File: src/rtl/fetch_decode_fifo.sv
// Multi-port in-order FIFO between fetch and decode. Optional stall-event output is enabled
// by defining FETCH_DECODE_FIFO_FULL_ADD_EN.
module fetch_decode_fifo #(
  parameter int unsigned DEPTH      = 16,
  parameter int unsigned IN_WIDTH   = 2,
  parameter int unsigned OUT_WIDTH  = 2,
  parameter int unsigned PACK_WIDTH = 32
) (
  input  logic                             clk,
  input  logic                             rst,
  output logic [IN_WIDTH-1:0]              fetch_decode_fifo_data_in_enable,
  input  logic [IN_WIDTH*PACK_WIDTH-1:0]   fetch_decode_fifo_data_in,
  input  logic [IN_WIDTH-1:0]              fetch_decode_fifo_data_in_valid,
  input  logic                             fetch_decode_fifo_push,
  output logic [OUT_WIDTH*PACK_WIDTH-1:0]  fetch_decode_fifo_data_out,
  output logic [OUT_WIDTH-1:0]             fetch_decode_fifo_data_out_valid,
  input  logic [OUT_WIDTH-1:0]             fetch_decode_fifo_data_pop_valid,
  input  logic                             fetch_decode_fifo_pop,
  input  logic                             fetch_decode_fifo_flush,
  output logic                             fetch_decode_fifo_full
`ifdef FETCH_DECODE_FIFO_FULL_ADD_EN
  ,
  output logic                             fetch_decode_fifo_full_add
`endif
);

  localparam int unsigned IdxW = $clog2(DEPTH);
  localparam int unsigned PtrW = IdxW + 1;
  localparam logic [PtrW-1:0] DepthP = PtrW'(DEPTH);

  logic [PACK_WIDTH-1:0] storage_q [DEPTH];
  logic [PtrW-1:0]       rptr_q, wptr_q;
  logic [PtrW-1:0]       count, free, n_push, n_pop;
  logic [IN_WIDTH-1:0]   wr_mask;
  logic [OUT_WIDTH-1:0]  rd_mask;
  logic                  do_push, do_pop;

  assign do_push = fetch_decode_fifo_push && !fetch_decode_fifo_flush && !rst;
  assign do_pop  = fetch_decode_fifo_pop && !fetch_decode_fifo_flush && !rst;

  always_comb begin
    count = wptr_q - rptr_q;
    free  = DepthP - count;
    fetch_decode_fifo_full = (count == DepthP);
    for (int unsigned i = 0; i < IN_WIDTH; i++) begin
      fetch_decode_fifo_data_in_enable[i] = (free > PtrW'(i));
    end
    for (int unsigned i = 0; i < OUT_WIDTH; i++) begin
      fetch_decode_fifo_data_out_valid[i] = (count > PtrW'(i));
      fetch_decode_fifo_data_out[i*PACK_WIDTH +: PACK_WIDTH] =
          fetch_decode_fifo_data_out_valid[i] ? storage_q[IdxW'(rptr_q + PtrW'(i))]
                                              : '0;
    end
    // Masked-off lanes are ignored, so counts come from the masks ANDed with availability.
    wr_mask = fetch_decode_fifo_data_in_valid & fetch_decode_fifo_data_in_enable;
    rd_mask = fetch_decode_fifo_data_pop_valid & fetch_decode_fifo_data_out_valid;
    n_push  = '0;
    n_pop   = '0;
    for (int unsigned k = 0; k < IN_WIDTH; k++) begin
      n_push = n_push + PtrW'(wr_mask[k]);
    end
    for (int unsigned k = 0; k < OUT_WIDTH; k++) begin
      n_pop = n_pop + PtrW'(rd_mask[k]);
    end
  end

  always_ff @(posedge clk) begin
    if (rst || fetch_decode_fifo_flush) begin
      rptr_q <= '0;
      wptr_q <= '0;
    end else begin
      if (do_push) wptr_q <= wptr_q + n_push;
      if (do_pop)  rptr_q <= rptr_q + n_pop;
    end
  end

  // Storage is never cleared; validity is tracked purely by the pointers.
  always_ff @(posedge clk) begin
    if (do_push) begin
      for (int unsigned k = 0; k < IN_WIDTH; k++) begin
        if (PtrW'(k) < n_push) begin
          storage_q[IdxW'(wptr_q + PtrW'(k))] <=
              fetch_decode_fifo_data_in[k*PACK_WIDTH +: PACK_WIDTH];
        end
      end
    end
  end

`ifdef FETCH_DECODE_FIFO_FULL_ADD_EN
  always_ff @(posedge clk) begin
    if (rst) begin
      fetch_decode_fifo_full_add <= 1'b0;
    end else begin
      fetch_decode_fifo_full_add <= fetch_decode_fifo_full && do_push &&
                                    (|fetch_decode_fifo_data_in_valid);
    end
  end
`endif

endmodule

File: config.mk
export PLATFORM = sky130hd
export DESIGN_NAME = fetch_decode_fifo
export DESIGN_NICKNAME = d
export VERILOG_FILES = /design/src/rtl/fetch_decode_fifo.sv
export SDC_FILE = /design/constraint.sdc
export NUM_CORES = 1
export LEC_CHECK = 0
export BUFFER_PORTS_ARGS = -buffer_cell sky130_fd_sc_hd__buf_2
export CORE_MARGIN = 2
export CORE_UTILIZATION = 55
export CTS_BUF_LIST = sky130_fd_sc_hd__clkbuf_16
export DETAILED_ROUTE_END_ITERATION = 10
export PLACE_DENSITY = 0.79
export SYNTH_ARGS = -nofsm -noshare
export SYNTH_HDL_FRONTEND = slang
export SYNTH_SLANG_ARGS = --single-unit
File: constraint.sdc
create_clock -name clk -period 15.66 [get_ports clk]
set_input_delay 3.132 -clock clk [delete_from_list [all_inputs] [get_ports clk]]
set_output_delay 3.132 -clock clk [all_outputs]
set_load 0.1 [all_outputs]
---- Yosys cells after proc, flatten, opt, wreduce, memory -nomap -nowiden ----
Memories as Yosys holds them, arrays and structs flattened. A register that Yosys moved wholly into a read port is not among the register bits.
Index checks and enable logic that the tools add are counted.
storage, ports and cells
  input port bits ......................... 73
  logic and storage cells ................. 37
  output and inout bits ................... 69
  register bits ........................... 10
  RAM bits ................................ 512
  memories kept ........................... 1
memories
  name       depth  bits a word  rd ports  clocked after Yosys merged registers in  write ports  line  RTL
  storage_q  16     32           2         1                                        2            31    logic [PACK_WIDTH-1:0] storage_q [DEPTH];
cells by class
  eq/ne operators ......................... 1
  bitwise operators ....................... 2
  reductions and logical operators ........ 7
  $lt $le $gt $ge ......................... 6
  multiplexer cells ....................... 10
  add/sub/neg operators ................... 8
operator list
  cell                 count
  $mux 32              2
  $gt 5x1->1 const B   4
  $add 5x2->5          2
  $add 4x1->4 const B  2
  $mux 4               2
  $mux 1               6
  $eq 5x5->1 const B   1
  $sub 5x5->5          1
  $sub 5x5->5 const A  1
  $add 1x1->2          2
  $and 2x2->2          2
  $logic_and 1x1->1    4
  $lt 1x2->1 const A   2
  $logic_not 1->1      2
  $logic_or 1x1->1     1

---- Depth between registers and ports, before layout ----
Gate-level depths: netlist of the first run.
  depth in word-level cells ............... 9
  depth in mapped cells ................... 20
  depth with buffers taken out ............ 18

---- Worst setup path after synthesis of the first run ----
Ideal clock, no wire load.
  kind .................................... register -> output
  from .................................... register wptr_q[0]
  to ...................................... output fetch_decode_fifo_data_out[22]
  stages on the path, launching flop included .. 12
  data arrival time ....................... 4.489 ns
  buffers on the path ..................... 3
  required time ........................... 12.528 ns
  slack ................................... 8.039 ns
  cell sequence ........................... dfxtp_1 -> inv_1 -> ha_1 -> fa_1 -> o21ai_1 -> a21oi_1 -> xnor2_1 -> clkbuf_1 -> ha_1 -> clkbuf_1 -> clkbuf_1 -> a211oi_1
on the way
  cells in the longest elaborated chain, start to end .. 3
RTL lines
  what                      line  RTL
  start: declaration        32    logic [PtrW-1:0] rptr_q, wptr_q;
  start signal: assignment  72    if (do_push) wptr_q <= wptr_q + n_push;
  $sub 5x5->5               42    count = wptr_q - rptr_q;
  $gt 5x1->1                49    fetch_decode_fifo_data_out_valid[i] = (count > PtrW'(i));
  $mux 32                   51    fetch_decode_fifo_data_out_valid[i] ? storage_q[IdxW'(rptr_q + PtrW'(i))]
  end: declaration          15    output logic [OUT_WIDTH*PACK_WIDTH-1:0] fetch_decode_fifo_data_out,
Every way passes these cells.

---- Worst setup path in the final report of the first run ----
  from .................................... register rptr_q[0]
  to ...................................... output fetch_decode_fifo_data_out[34]
on the way
  cells in the longest elaborated chain, start to end .. 3
  elaborated cells on any way between the ends .. 5
  those cells by class .................... add/sub: 2; order compare: 1; mux: 1; memory: 1
RTL lines
  what                                         line    RTL
  start: declaration                           32
  start signal: assignment                     73      if (do_pop) rptr_q <= rptr_q + n_pop;
  $add 4x1->4 or $sub 5x5->5 (tied branches)   51, 42
  $mem_v2 16x32 or $gt 5x1->1 (tied branches)  --
  $mux 32 *                                    51
Mark *: on every way between the ends. The rest lies on a longest branch, timed or not.

==> results of run 1 <==
==> cells in the final DEF (no fill, tap or decap), types with 17 or more instances in the layout <==
cell type,n
sky130_fd_sc_hd__mux2_1,294
sky130_fd_sc_hd__o21ai_1,34
sky130_fd_sc_hd__a211oi_1,65
sky130_fd_sc_hd__buf_2,141
sky130_fd_sc_hd__mux2_2,250
sky130_fd_sc_hd__mux4_2,256
sky130_fd_sc_hd__inv_1,23
sky130_fd_sc_hd__nor2b_1,38
sky130_fd_sc_hd__mux2i_1,67
sky130_fd_sc_hd__clkbuf_16,55
sky130_fd_sc_hd__a21oi_1,38
sky130_fd_sc_hd__edfxtp_1,512
sky130_fd_sc_hd__nand2_1,48
sky130_fd_sc_hd__buf_4,43
sky130_fd_sc_hd__nor2_1,17
==> area by class of cell <==
type                            instances  area (sq um)
Antenna cell                            3          7.51
Clock buffer                           55          1380
Clock inverter                         46           462
Fill cell                            4172         22000
Inverter                               14          52.6
Multi-Input combinational cell       1194         14900
Sequential cell                       526         15700
Tap cell                              756           946
Timing Repair Buffer                  184          1030
==> routing by layer <==
layer,up-vias,wire length (um)
met4,14,4200
met3,309,10900
met5,-,82
met2,1440,43300
li1,7955,-
met1,10200,32600
==> power breakdown <==
part / switching, mW / internal [mW] / leakage [nW]
clock: 0.576 / 0.772 / 0.919
combinational: 1.40 / 0.440 / 5.66
sequential: 0.0307 / 1.56 / 4.72
total: 2.01 / 2.77 / 11.3
==> synth_stat cells (all sizes together) <==
| library cell | count | area [sq um] |
|---|---|---|
| mux2 | 544 | 6130 |
| edfxtp | 512 | 15400 |
| mux4 | 256 | 5770 |
| buf | 118 | 663 |
| clkbuf | 102 | 383 |
| mux2i | 67 | 671 |
| a211oi | 65 | 488 |
| nand2 | 59 | 221 |
| o21ai | 49 | 245 |
| a21oi | 39 | 199 |
| nor2b | 39 | 244 |
| nor2 | 17 | 63.8 |
| ha | 15 | 188 |
| dfxtp | 14 | 280 |
| inv | 14 | 52.6 |
| and2 | 9 | 56.3 |
| xnor2 | 7 | 76.3 |
| o21bai | 4 | 30.0 |
| xor2 | 4 | 35.0 |
| fa | 3 | 60.1 |
| nand3 | 3 | 15.0 |
| or3 | 3 | 18.8 |
| and3 | 2 | 12.5 |
| nand4 | 2 | 12.5 |
| a21boi | 1 | 7.51 |
| a31oi | 1 | 6.26 |
| a41oi | 1 | 8.76 |
| nor3 | 1 | 5.00 |
| o21a | 1 | 7.51 |
| or2 | 1 | 6.26 |
| or4b | 1 | 10.0 |
==> cell families (layout without fill, tap and decap cells) <==
| group | Yosys count | in the layout | synth area share |
|---|---|---|---|
| simple gates | 137 | 137 | 0.0212 |
| fa+ha+maj | 18 | 18 | 0.00791 |
| mux | 867 | 867 | 0.401 |
| compound gates | 161 | 161 | 0.0317 |
| flops | 526 | 526 | 0.500 |
| other cells | 0 | 3 | 0 |
| buf+inv | 234 | 299 | 0.0351 |
| xor+xnor | 11 | 11 | 0.00355 |
==> worst reg2reg max path, delay by kind of cell (launching register included) <==
| kind | cells | cell delay (ps) |
|---|---|---|
| and+or+nand+nor | 6 | 1740 |
| adders and majority gates | 5 | 1580 |
| AOI/OAI and AO/OA | 3 | 880 |
| DFF | 1 | 860 |
| buffers and inverters | 1 | 570 |
==> sequential cells by signal, summed over array words and instances, names as in the netlist, named ones only <==
name,flops
rptr_q,5
wptr_q,5
storage_q,512
==> path summary, 6_finish.rpt <==
check,start,end,slack [ps]
max,rptr_q[0]$_SDFFE_PP0P_,fetch_decode_fifo_data_out[34],7470
min,rptr_q[4]$_SDFFE_PP0P_,rptr_q[4]$_SDFFE_PP0P_,540
max reg2reg,rptr_q[0]$_SDFFE_PP0P_,storage_q[5][9]$_DFFE_PP_,9650
min reg2reg,rptr_q[4]$_SDFFE_PP0P_,rptr_q[4]$_SDFFE_PP0P_,540
==> through the flow <==
| stage | util | std cells |
|---|---|---|
| 6_report | 0.610 | 2778 |
| 5_1_grt | 0.610 | 2777 |
| 4_1_cts | 0.610 | 2775 |
| 3_5_place_dp | 0.578 | 2674 |
| 3_3_place_gp | 0.578 | 2674 |
| 2_1_floorplan | - | 1954 |
==> flow_summary.toml, run 1 <==
[critical_path]
timing.critical_path.fanout_max = 53
timing.critical_path.from_type = "register"
critical_path.slowest_cell = "sky130_fd_sc_hd__dfxtp_4"
worstRegToRegCells = 15
end_kind = "output pin"
timing.critical_path.slowest_cell_delay_ps = 860
cp.arrival_ps = 5060
cp_num_buf_inv = 3
timing.setup.critical_path_class = "register to output pin"
crit_path_cell_trace = "ha_4 -> buf_4 -> buf_4 -> mux4_2 -> mux2_2 -> o21ai_1 -> a21oi_1 -> buf_2"
path_common_cell = "sky130_fd_sc_hd__buf_4"
path_delay_family = "buffers and inverters"
critPathRequiredTime_ps = 12530
critical_path_depth = 8

[placement]
port-buffer-count = 141
rd_place_congestion = 0.817
placement.cell_area_sq_um = 32600
dpl_worst_slack_ps = 8180
hpwl_after_detailed_placement_um = 48400

[timing]
unrepaired_setup_endpoints_after_global_routing = "false"
timing.slew.headroom = 0.266
report.final.slew_viol_count = 0
period_utilization_post_route = 0.523
setup_ws_ps = 7470
finalHoldViolCount = 0
setup_tns_ps = 0
max_slew.worst_pin.slew_ps = 1100
setup-violations-final = 0
skew_ps = 26.2
fin_worst_hold_slack_ps = 541
clock.fmax_ghz = 0.122
timing.final.crit_period_ps = 8190

[power]
cellLeakagePower_nw = 11.3
worst_ir_drop_vdd_mv = 0.159
power.total_mw = 4.78
power_density_nw_per_um2 = 139

[global_routing]
grt.busiest_layer = "met2"
total_track_usage = 0.308
grt_max_degree = 65
met1_usage = 0.403
gr_ovfl_total = 0
grt_pass1_vias = 20400
grt_pass1_wl_um = 133000
antenna_found_initial = 11
met2_usage = 0.493
met3_usage = 0.0723

[clock_tree]
cts_tree = "done"
clk_latency_ps = 640
number_of_buffers_inserted_to_repair_setup_after_cts = 0
cts_max_level = 2
tritoncts.num_buffers = 55
cts-root-buf = "sky130_fd_sc_hd__clkbuf_16"
cts.path.max_buffers = 3
resized_gates_after_cts = 0
clk_transition_reported_paths_ps = 60
cts_num_sinks = 526
hold_buffers = 0

[finish]
fraction_of_final_layout_cells_sized_beyond_drive_strength_1 = 0.404
finish.instance_area_sq_um = 34400
synthToLayoutAreaGrowth_pct = 9.84
nets = 2066

[route]
num_vias = 20000
post_drt_antenna_nets = 0
vias_per_cell = 7.18
drc = 0
dr.pass1.iters = 7
drt_iter0_drc = 2597
avgRoutedWirePerCell_um = 32.8
drt_wl_total_um = 91100

[job]
max-cap-violations = 0

[floorplanning]
chipWidth_um = 243
design.core.area_sq_um = 56400
dieArea_sq_um = 58900
effective_utilization_at_floorplan = 0.556
ioPinCount = 142
floorplan.rows = 87
die_h_um = 243

[synth]
seq_area_frac_synth = 0.500
synth_cells = 1954
syn_avg_cell_area_sq_um = 16.0
syn-cell-area_sq_um = 31300
synth.net_count = 2045
synth_warnings = 0
synthDistinctLibCells = 38
synth-seq-cells = 526

[outcome]
status = "finished, final reports clean"

[worst_hold_path]
hold_removal_path_class = "register to register"
whs_path_depth = 2
Note: power is estimated with default switching activity, not from simulation.
==> run 2, diff against run 1 <==
Settings changed: PLACE_DENSITY 0.79 to 0.82.
Clock period 15.66 ns to 7.4 ns, I/O delays scaled along.
==> run 2 against run 1 <==
Effect of this change:
- routed wire length down 2.9%
- setup slack worse by 6300 ps
- flip-flop and latch count unchanged
- critical path depth up 2
- sequential share of layout area up 0.11 points
- global-route usage down 0.74 points
- non-clock buffer count up 2
- critical path type unchanged
- critical endpoint is now fetch_decode_fifo_data_out[31]
- largest power group unchanged
==> flow_summary.toml, run 2 (same netlist as run 1, synthesis figures left out) <==
[timing]
clock.fmax_ghz = 0.161
skew_ps = 15.5
timing.slew.headroom = 0.110
setup-violations-final = 0
max_slew.worst_pin.slew_ps = 1330
report.final.slew_viol_count = 0
setup_tns_ps = 0
timing.final.crit_period_ps = 6210
finalHoldViolCount = 0
unrepaired_setup_endpoints_after_global_routing = "false"
period_utilization_post_route = 0.840

[route]
wl_met1_um = 32400
drc = 0
top_signal_layer_used = "met5"
vias_per_cell = 7.21
num_vias = 20000
drt_iter0_drc = 2562
drt_wl_total_um = 88400
post_drt_antenna_nets = 0
met2RoutedLength_um = 43100
sum_of_met3_wire_segment_lengths_after_detailed_routing_um = 9340
avgRoutedWirePerCell_um = 31.8
dr.pass1.iters = 8

[power]
worst_ir_drop_vdd_mv = 0.309
power_density_nw_per_um2 = 292
cellLeakagePower_nw = 11.3
power.total_mw = 10.0

[clock_tree]
cts-root-buf = "sky130_fd_sc_hd__clkbuf_16"
cts_num_sinks = 526
hold_buffers = 0
clk_transition_reported_paths_ps = 60
cts_tree = "done"
cts.path.max_buffers = 3
resized_gates_after_cts = 0
tritoncts.num_buffers = 55
number_of_buffers_inserted_to_repair_setup_after_cts = 0
clk_latency_ps = 630
cts_max_level = 2

[critical_path]
critical_path.slowest_cell = "sky130_fd_sc_hd__ha_2"
cp_num_buf_inv = 3
path_common_cell = "sky130_fd_sc_hd__buf_4"
timing.critical_path.slowest_cell_delay_ps = 810
timing.critical_path.from_type = "register"
path_delay_family = "buffers and inverters"
timing.critical_path.fanout_max = 36
end_kind = "output pin"
critPathRequiredTime_ps = 5920
cp.arrival_ps = 4730
crit_path_cell_trace = "ha_1 -> fa_1 -> o21ai_1 -> a21oi_1 -> xnor2_2 -> buf_4 -> ha_2 -> buf_4 -> a211oi_1 -> buf_2"
timing.setup.critical_path_class = "register to output pin"

[finish]
layout_common_cells = "512 x sky130_fd_sc_hd__edfxtp_1, 294 x sky130_fd_sc_hd__mux2_1, 256 x sky130_fd_sc_hd__mux4_2"
fraction_of_final_layout_cells_sized_beyond_drive_strength_1 = 0.400
synthToLayoutAreaGrowth_pct = 9.56
finalNonFillerCells = 2777
fill_cells = 4098
biggestRegsByFlops = "storage_q (512), rptr_q (5), wptr_q (5)"
multi_input_area_sq_um = 14800
register_area_sq_um = 15700
largest_register_ff_count = 512
layout_commonest_cell = "sky130_fd_sc_hd__edfxtp_1"
registers.top_by_ff_count = "storage_q"
nets = 2068

[worst_hold_path]
hold_removal_path_class = "register to register"

[floorplanning]
chipWidth_um = 243
effective_utilization_at_floorplan = 0.556
floorplan.rows = 87
dieArea_sq_um = 58900
die_h_um = 243
design.core.area_sq_um = 56400
ioPinCount = 142

[job]
max-cap-violations = 0

[global_routing]
antenna_found_initial = 4
grt_pass1_wl_um = 132000
grt_pass1_vias = 20800
grt_max_degree = 80
total_track_usage = 0.300
gr_ovfl_total = 0

[outcome]
status = "finished, final reports clean"

[placement]
rd_place_congestion = 0.904
dp_cells = 2676
hpwl_after_detailed_placement_um = 51100
port-buffer-count = 141
## run 2: worst min-delay path, stage by stage, from the launching register on
cell and delay, ps:
sky130_fd_sc_hd__dfxtp_1 350, sky130_fd_sc_hd__xor2_1 80, sky130_fd_sc_hd__nor2_1 70
## run 2: through the flow
| step | cell area (sq um) | hold slack, ps | util | setup slack (ps) |
|---|---|---|---|---|
| global route | 34300 | 581 | 0.609 | 1020 |
| detailed placement | 32600 | 526 | 0.578 | 1340 |
| CTS | 34300 | 544 | 0.609 | 1230 |
| global placement | 32600 | 513 | 0.578 | 1450 |
| floorplan | 31300 | 498 | - | 918 |
| finish | 34300 | 537 | 0.609 | 1190 |
## run 2: final timing paths
check                                            start                        endpoint  slack [ps]  cells after the start
worst max register to register  rptr_q[0]$_SDFFE_PP0P_       storage_q[7][2]$_DFFE_PP_        1190                     16
worst max-delay path            rptr_q[0]$_SDFFE_PP0P_  fetch_decode_fifo_data_out[31]        1190                     10
worst min-delay path            rptr_q[4]$_SDFFE_PP0P_          rptr_q[4]$_SDFFE_PP0P_         540                      2
worst min register to register  rptr_q[4]$_SDFFE_PP0P_          rptr_q[4]$_SDFFE_PP0P_         540                      2
## run 2: cell type report
type	count	area share
tap	756	0.0276
antenna	2	0.000146
timing repair buffer	186	0.0308
multi-input combinational	1194	0.432
inverter	14	0.00153
clock buffer	56	0.0408
clock inverter	43	0.0103
sequential	526	0.457
## run 2: per-layer routing
layer  vias up  track usage
met1     10400        0.395
met5         -            0
li1       7976            -
met2      1377        0.495
met3       251       0.0582
met4         4        0.123
## run 2: power by group
group | internal, mW | leakage [nW] | switching [mW]
logic | 0.943 | 5.63 | 2.96
clock network | 1.57 | 0.900 | 1.19
registers | 3.30 | 4.72 | 0.0713
total | 5.82 | 11.3 | 4.22
